===== config.mk =====
export PLATFORM = sky130hd
export DESIGN_NAME = bus_fifo
export DESIGN_NICKNAME = d
export VERILOG_FILES = /design/src/rtl/bus_fifo.sv
export SDC_FILE = /design/constraint.sdc
export NUM_CORES = 1
export LEC_CHECK = 0
export CELL_PAD_IN_SITES_DETAIL_PLACEMENT = 0
export CELL_PAD_IN_SITES_GLOBAL_PLACEMENT = 1
export CORE_ASPECT_RATIO = 0.7
export CORE_MARGIN = 2
export CORE_UTILIZATION = 50
export DETAILED_ROUTE_END_ITERATION = 8
export GPL_ROUTABILITY_DRIVEN = 0
export HOLD_SLACK_MARGIN = 0.06
export PLACE_DENSITY_LB_ADDON = 0.1
export SETUP_SLACK_MARGIN = 0.5
export SLEW_MARGIN = 20
export SYNTH_ARGS = -nofsm -noshare
export SYNTH_HDL_FRONTEND = slang
export SYNTH_SLANG_ARGS = --single-unit

===== constraint.sdc =====
create_clock -name clk -period 4.2 [get_ports clk]
set_input_delay 0.42 -clock clk [delete_from_list [all_inputs] [get_ports clk]]
set_output_delay 0.42 -clock clk [all_outputs]
set_load 0.02 [all_outputs]

===== src/rtl/bus_fifo.sv =====
// bus_fifo: parametrised single-clock FIFO between the master-group and
// slave-group sides of the system-bus bridges.
//
// Ports:
//   clk, rst       clock (rising edge) and asynchronous active-high reset
//   data_in, enq   write data and enqueue request
//   deq            dequeue request
//   clr_err        synchronous clear of the sticky overflow/underflow flags
//   data_out       registered read data, held between dequeues
//   valid          one-cycle strobe: data_out holds a newly dequeued word
//   full, empty    count == DEPTH / count == 0
//   almost_full    count >= AF_THRESH
//   almost_empty   count <= AE_THRESH
//   count          current occupancy, 0..DEPTH
//   overflow       sticky: an enqueue was rejected
//   underflow      sticky: a dequeue was rejected
module bus_fifo #(
  parameter int WIDTH     = 32,
  parameter int DEPTH     = 16,
  parameter int AF_THRESH = DEPTH - 4,
  parameter int AE_THRESH = 4
) (
  input  logic                       clk,
  input  logic                       rst,
  input  logic [WIDTH-1:0]           data_in,
  input  logic                       enq,
  input  logic                       deq,
  input  logic                       clr_err,
  output logic [WIDTH-1:0]           data_out,
  output logic                       valid,
  output logic                       full,
  output logic                       empty,
  output logic                       almost_full,
  output logic                       almost_empty,
  output logic [$clog2(DEPTH):0]     count,
  output logic                       overflow,
  output logic                       underflow
);

  localparam int AW = $clog2(DEPTH);
  localparam int CW = AW + 1;

  logic [WIDTH-1:0] mem [DEPTH];
  logic [AW-1:0]    head;
  logic [AW-1:0]    tail;
  logic [CW-1:0]    count_nxt;
  logic             enq_ok;
  logic             deq_ok;

  // Acceptance uses the registered flags; a full FIFO can still take a
  // word when a dequeue frees a slot in the same cycle.
  always_comb begin
    deq_ok    = deq && !empty;
    enq_ok    = enq && (!full || deq_ok);
    count_nxt = count;
    case ({enq_ok, deq_ok})
      2'b10:   count_nxt = count + CW'(1);
      2'b01:   count_nxt = count - CW'(1);
      default: count_nxt = count;
    endcase
  end

  // Storage is never reset; stale contents are unreachable after reset.
  always_ff @(posedge clk) begin
    if (enq_ok) mem[head] <= data_in;
  end

  always_ff @(posedge clk or posedge rst) begin
    if (rst) begin
      head         <= '0;
      tail         <= '0;
      count        <= '0;
      data_out     <= '0;
      valid        <= 1'b0;
      full         <= 1'b0;
      empty        <= 1'b1;
      almost_full  <= 1'b0;
      almost_empty <= 1'b1;
      overflow     <= 1'b0;
      underflow    <= 1'b0;
    end else begin
      if (enq_ok) head <= head + AW'(1);
      // When full with both accepted, head == tail: this read sees the old
      // word while the write above replaces it at the same edge.
      if (deq_ok) begin
        data_out <= mem[tail];
        tail     <= tail + AW'(1);
      end
      valid <= deq_ok;
      count <= count_nxt;

      // Flags come from the next-state count so they are exact next cycle.
      full         <= (count_nxt == CW'(DEPTH));
      empty        <= (count_nxt == '0);
      almost_full  <= (count_nxt >= CW'(AF_THRESH));
      almost_empty <= (count_nxt <= CW'(AE_THRESH));

      // A new error in the same cycle as clr_err keeps the flag set.
      if (enq && !enq_ok)  overflow  <= 1'b1;
      else if (clr_err)    overflow  <= 1'b0;
      if (deq && !deq_ok)  underflow <= 1'b1;
      else if (clr_err)    underflow <= 1'b0;
    end
  end

endmodule


## Word-level counts from Yosys, hierarchy flattened

Memories as Yosys holds them, arrays and structs flattened. A register that Yosys moved wholly into a read port is not among the register bits.
Index checks and enable logic that the tools add are counted.

| storage, ports and cells | value |
|---|---|
| memories | 1 |
| latch bits | 0 |
| bits in read-only memories | 0 |
| output and inout port bits | 44 |
| register bits | 20 |
| bits in writable memories | 512 |
| bits of input ports | 37 |

Memory list:

| memory | words | width | rd ports | clocked after memory_dff | write ports | RTL line | source |
|---|---|---|---|---|---|---|---|
| mem | 16 | 32 | 1 | 1 | 1 | 43 | `logic [WIDTH-1:0] mem [DEPTH];` |

| operators by class | value |
|---|---|
| shift operators | 0 |
| bitwise gates (word level) | 0 |
| order comparisons | 2 |
| add/sub/neg operators | 4 |
| multipliers | 0 |
| reductions and logical operators | 12 |
| div/mod/pow operators | 0 |
| muxes and demuxes | 6 |
| eq/ne operators | 3 |

Operator list:

| cell | number |
|---|---|
| $pmux W5 S2 | 1 |
| $add A4 B1 Y4 const B | 2 |
| $add A5 B1 Y5 const B | 1 |
| $eq A5 B5 Y1 const B | 1 |
| $ge A5 B4 Y1 const B | 1 |
| $le A5 B3 Y1 const B | 1 |
| $logic_not A5 Y1 | 1 |
| $mux W1 | 5 |
| $sub A5 B1 Y5 const B | 1 |
| $logic_and A1 B1 Y1 | 4 |
| $logic_not A1 Y1 | 4 |
| $reduce_bool A2 Y1 | 2 |
| $eq A2 B1 Y1 const B | 1 |
| $eq A2 B2 Y1 const B | 1 |
| $logic_or A1 B1 Y1 | 1 |

## Depth between registers and ports, before layout

| logic depth | value |
|---|---|
| depth in word-level cells | 7 |
| gate-level depth with buffers | 14 |
| gate-level depth less buffers | 11 |

## Worst setup path after synthesis

OpenSTA, ideal clock, no wires.

| path | value |
|---|---|
| path type | register to register |
| from | register empty |
| to | register almost_full |
| data arrival time | 2864 ps |
| stages on the path, launching flop included | 15 |
| data required time | 4082 ps |
| buffers on the path | 4 |
| setup slack | 1218 ps |
| clock period less this slack | 2982 ps |
| cells stage by stage | dfstp_2 > nand2b_1 > buf_2 > inv_2 > buf_2 > clkbuf_1 > ha_1 > buf_2 > xor2_1 > ha_1 > a21oi_1 > mux2i_1 > xor2_1 > inv_1 > a21o_1 |

| on the way | value |
|---|---|
| longest elaborated chain between the ends | 7 |
| elaborated cells on any way between the ends | 8 |
| those cells by class | order compare: 1; eq/ne: 2; mux: 1; reduce/logical: 4 |

Ends and longest elaborated chain:

| item | RTL line | source |
|---|---|---|
| start, declared | 32 | `output logic empty,` |
| start signal, assigned | 94 | `empty <= (count_nxt == '0);` |
| $logic_not A1 Y1 (*) | 53 | `deq_ok = deq && !empty;` |
| $logic_and A1 B1 Y1 (*) | 53 |  |
| net deq_ok | 48 | `logic deq_ok;` |
| $logic_or A1 B1 Y1 | 54 | `enq_ok = enq && (!full \|\| deq_ok);` |
| $logic_and A1 B1 Y1 | 54 |  |
| $eq A2 B1 Y1 / $eq A2 B2 Y1 (equally long branches) | 56 | `case ({enq_ok, deq_ok})` |
| $pmux W5 S2 (*) | 56 |  |
| net count_nxt[2] | 46 | `logic [CW-1:0] count_nxt;` |
| $ge A5 B4 Y1 (*) | 95 | `almost_full <= (count_nxt >= CW'(AF_THRESH));` |
| end signal, assigned | 95 |  |
| end, declared | 33 | `output logic almost_full,` |

Mark *: on every way through the listed nets, which the timed path passes. The rest lies on a longest branch.
A chain may end at the register's enable or synchronous reset.

## Worst setup path after layout

| path | value |
|---|---|
| from | register empty |
| to | register full |

| on the way | value |
|---|---|
| longest elaborated chain between the ends | 7 |
| elaborated cells on any way between the ends | 8 |
| those cells by class | eq/ne: 3; mux: 1; reduce/logical: 4 |

Ends and longest elaborated chain:

| item | RTL line | source |
|---|---|---|
| $logic_not A1 Y1 (*) | 53 |  |
| $logic_and A1 B1 Y1 (*) | 53 |  |
| $logic_or A1 B1 Y1 | 54 |  |
| $logic_and A1 B1 Y1 | 54 |  |
| $eq A2 B1 Y1 / $eq A2 B2 Y1 (equally long branches) | 56 |  |
| $pmux W5 S2 (*) | 56 |  |
| net count_nxt[4] | 46 |  |
| $eq A5 B5 Y1 (*) | 93 | `full <= (count_nxt == CW'(DEPTH));` |
| end signal, assigned | 93 |  |
| end, declared | 31 | `output logic full,` |

Marks and branches as above.

==> results.sh <==
export IMPL_status="complete, no violations"
export IMPL_seq_power_share=0.448
export IMPL_drv_cap=0
export IMPL_die_y_um=178
export IMPL_ys_seq_area_frac=0.774
export IMPL_drv_slew=0
export IMPL_synth_net_count=1097
export IMPL_start_kind="register"
export IMPL_finClkSkew_ns=0.0176
export IMPL_synth_area_top_cells="edfxtp_1 (71%), mux4_2 (10%), dfrtp_1 (5.8%), mux2i_1 (3.7%), a22oi_1 (1.0%)"
export IMPL_post_route_util=0.584
export IMPL_boundaryPins=81
export IMPL_initial_core_util=0.508
export IMPL_num_vias=10339
export IMPL_drc_errors=0
export IMPL_cts_tree="yes"
export IMPL_yosysTopAreaCell="edfxtp_1"
export IMPL_antenna_cells=0
export IMPL_ys_types=45
export IMPL_r2r_cells=12
export IMPL_vdd_drop_max_v=0.000382
export IMPL_end_kind="register"
export IMPL_synth_warnings=0
export IMPL_clock_sinks=564
export IMPL_synth_area_mm2=0.0216
export IMPL_cp_slowest_cell="dfstp_2"
export IMPL_ant_nets=0
export IMPL_setup_worst_path_end="full"
export IMPL_wirelength_mm=47.0
export IMPL_async_flop_share=0.0922
export IMPL_die_area_mm2=0.0448
export IMPL_clockPowerShare=0.275
export IMPL_drtPass1Iterations=5
export IMPL_finalHoldViolCount=0
export IMPL_max_freq_mhz=339
export IMPL_die_width_um=252
export IMPL_ctsHoldBuffers=0
export IMPL_ys_flop_type="edfxtp_1"
export IMPL_combPwrFrac=0.277
export IMPL_synth_edf_count=512
export IMPL_htreeDepth=2
export IMPL_wl_per_cell_um=26.6
export IMPL_avgViaCountPerCell=5.86
export IMPL_r2r_setup_slack_ns=1.25
export IMPL_cts_setup_buffers=0
export IMPL_nets=1215
export IMPL_p_leak_nw=8.11
export IMPL_drt_iter0_drc=1018
export IMPL_power_switching_w=0.00498
export IMPL_crit_path_max_incr_delay_ns=0.54
export IMPL_switching_share=0.302
export IMPL_arrival_ns=3.44
export IMPL_ys_ff_latch=564
export IMPL_timing_slew_headroom=0.259
export IMPL_p_int_w=0.0115
export IMPL_num_rows=63
export IMPL_critPathRequiredTime_ns=4.69
export IMPL_clockRootBuffer="clkbuf_16"
export IMPL_grt_use_total=0.217
export IMPL_rsz0062_at_grt="false"
export IMPL_areaGrowthSynthToFinish_pct=14.9
export IMPL_p_per_area_mw_per_mm2=665
export IMPL_critPathKind="register to register"
export IMPL_grt_pass1_wl_mm=70.3
export IMPL_cp_startpoint="empty"
export IMPL_syn_inst=1052
export IMPL_finalSetupViolCount=0
export IMPL_syn_avg_cell_area_um2=20.5
export IMPL_antenna_found_initial=1
export IMPL_crit_chain="nand2b_1 -> a21boi_1 -> buf_4 -> inv_1 -> ha_1 -> xor2_1 -> ha_1 -> a21oi_1 -> o221ai_1 -> nor3b_2 -> xor2_2 -> nor3b_2"
export IMPL_drive_above_1_share=0.200
export IMPL_path_clk_slew_ns=0.06
export IMPL_critical_path_max_fanout=11
export IMPL_holdWs_ns=0.342
export IMPL_hold_path_class="input port to asynchronous set/reset pin"
export IMPL_io_buffers=80
export IMPL_cts_buffers=52
export IMPL_clk_latency_ns=0.58
export IMPL_yosysTopAreaCellShare=0.713
export IMPL_rr_startpoint="empty"
export IMPL_tightest_slew_ns=1.11
export IMPL_period_needed_ns=2.95
export IMPL_fin_crit_sh=0.703
export IMPL_grt_pass1_vias=10662
export IMPL_core_area_mm2=0.0424
export IMPL_cts_resized=0
export IMPL_grt_overflow_total=0
export IMPL_hpwl_mm=26.6
export IMPL_setup_tns_ns=0
export IMPL_r2r_end="full"
export IMPL_grt_max_degree=73
export IMPL_clk_path_buf_depth=3
==> cell families after synthesis <==
| kind of cell | synth area share |
|---|---|
| AOI/OAI and AO/OA | 0.0352 |
| xor gates and xnor gates | 0.00482 |
| adders and majority gates | 0.00464 |
| buffers and inverters | 0.0169 |
| DFF | 0.774 |
| muxes | 0.140 |
| and+or+nand+nor | 0.0248 |
==> registers in the layout (all words and copies together), names as in the netlist <==
signal        cells
mem             512
data_out         32
count             5
head              4
tail              4
almost_empty      1
almost_full       1
empty             1
full              1
overflow          1
underflow         1
valid             1
==> how the worst min path moves through the flow <==
stage               start  cells past startpoint  slack (ns)      endpoint
2_1_floorplan  data_in[0]                      0        0.52     mem[0][0]
3_3_place_gp    underflow                      2        0.51     underflow
3_5_place_dp     overflow                      2        0.52      overflow
4_1_cts               rst                      2        0.35  data_out[21]
5_1_grt               rst                      2        0.39  data_out[20]
6_report              rst                      2        0.34  data_out[21]
==> cells in the final DEF, fill, tap and decap left out, drive strengths merged, types with 2 or more instances in the layout <==
cell type        n
nand2           28
nand4            3
bufinv           2
ha               8
nor2b            5
o22ai           17
xnor2            7
dfrtp           50
clkinv          18
buf             39
clkbuf          72
and4             4
dfstp            2
clkinvlp         2
edfxtp         512
and2            14
nor3             4
o21ai            5
a22oi           30
a21oi           28
mux4            98
nand3            4
a31oi           15
clkdlybuf4s50   80
inv             12
a211oi          17
xor2             4
nor3b            3
nor2            40
mux2i           80
==> critical path: cells and delay by family (launching register included) <==
| kind | cells | cell delay, ns |
|---|---|---|
| adder cells (fa/ha/maj) | 2 | 0.56 |
| AND/OR/NAND/NOR | 3 | 0.63 |
| buffers and inverters | 2 | 0.29 |
| AO/OA/AOI/OAI | 3 | 0.39 |
| flip-flops | 1 | 0.54 |
| XOR/XNOR | 2 | 0.44 |
==> cells in the mapped netlist (all sizes together), types with 2 or more instances <==
cell type / instances
xor2: 4
and2: 14
a21oi: 28
inv: 9
nor2: 40
dfstp: 2
nand2: 28
clkbuf: 12
dfrtp: 50
mux4: 98
a211oi: 17
a22oi: 30
a31oi: 15
mux2i: 80
edfxtp: 512
nand3: 4
buf: 43
xnor2: 7
nor2b: 5
nand4: 3
o21ai: 5
nor3: 4
and4: 4
nor3b: 3
o22ai: 17
ha: 8
==> stage by stage <==
step                      total power, W  area [um2]  instances  setup WS, ns
after floorplan                   0.0105       21600       1052          1.22
after global placement            0.0121       23100       1668         0.904
after detailed placement          0.0121       23100       1668         0.858
after CTS                         0.0166       24800       1765          1.22
after global routing              0.0173       24800       1765         0.892
final                             0.0165       24800       1765          1.25
==> layout make-up <==
cell class | instances | area (um2)
clock buffers | 72 | 1430
repair buffers | 119 | 1190
well taps | 552 | 691
inverters | 9 | 33.8
flip-flops and latches | 564 | 16700
clock inverters | 25 | 189
multi-input cells | 424 | 4540
fillers | 3138 | 17600
==> power groups by stage <==
stage	sequential (W)	clock [W]	combinational, W
final	0.00737	0.00453	0.00457
after global routing	0.00746	0.00485	0.00495
after CTS	0.00739	0.00462	0.00464
after detailed placement	0.00750	0	0.00463
after global placement	0.00749	0	0.00461
after floorplan	0.00744	0	0.00310
==> routing by layer <==
metal / track usage / vias up / share of wire / wire length, um
met4: 0.0404 / 2 / 0.013 / 622
met1: 0.342 / 5468 / 0.49 / 22800
met3: 0.0400 / 55 / 0.059 / 2750
met2: 0.319 / 288 / 0.44 / 20800
li1: - / 4526 / - / -
met5: 0 / - / 0.00030 / 14
Power figures use the tool's default switching activity.
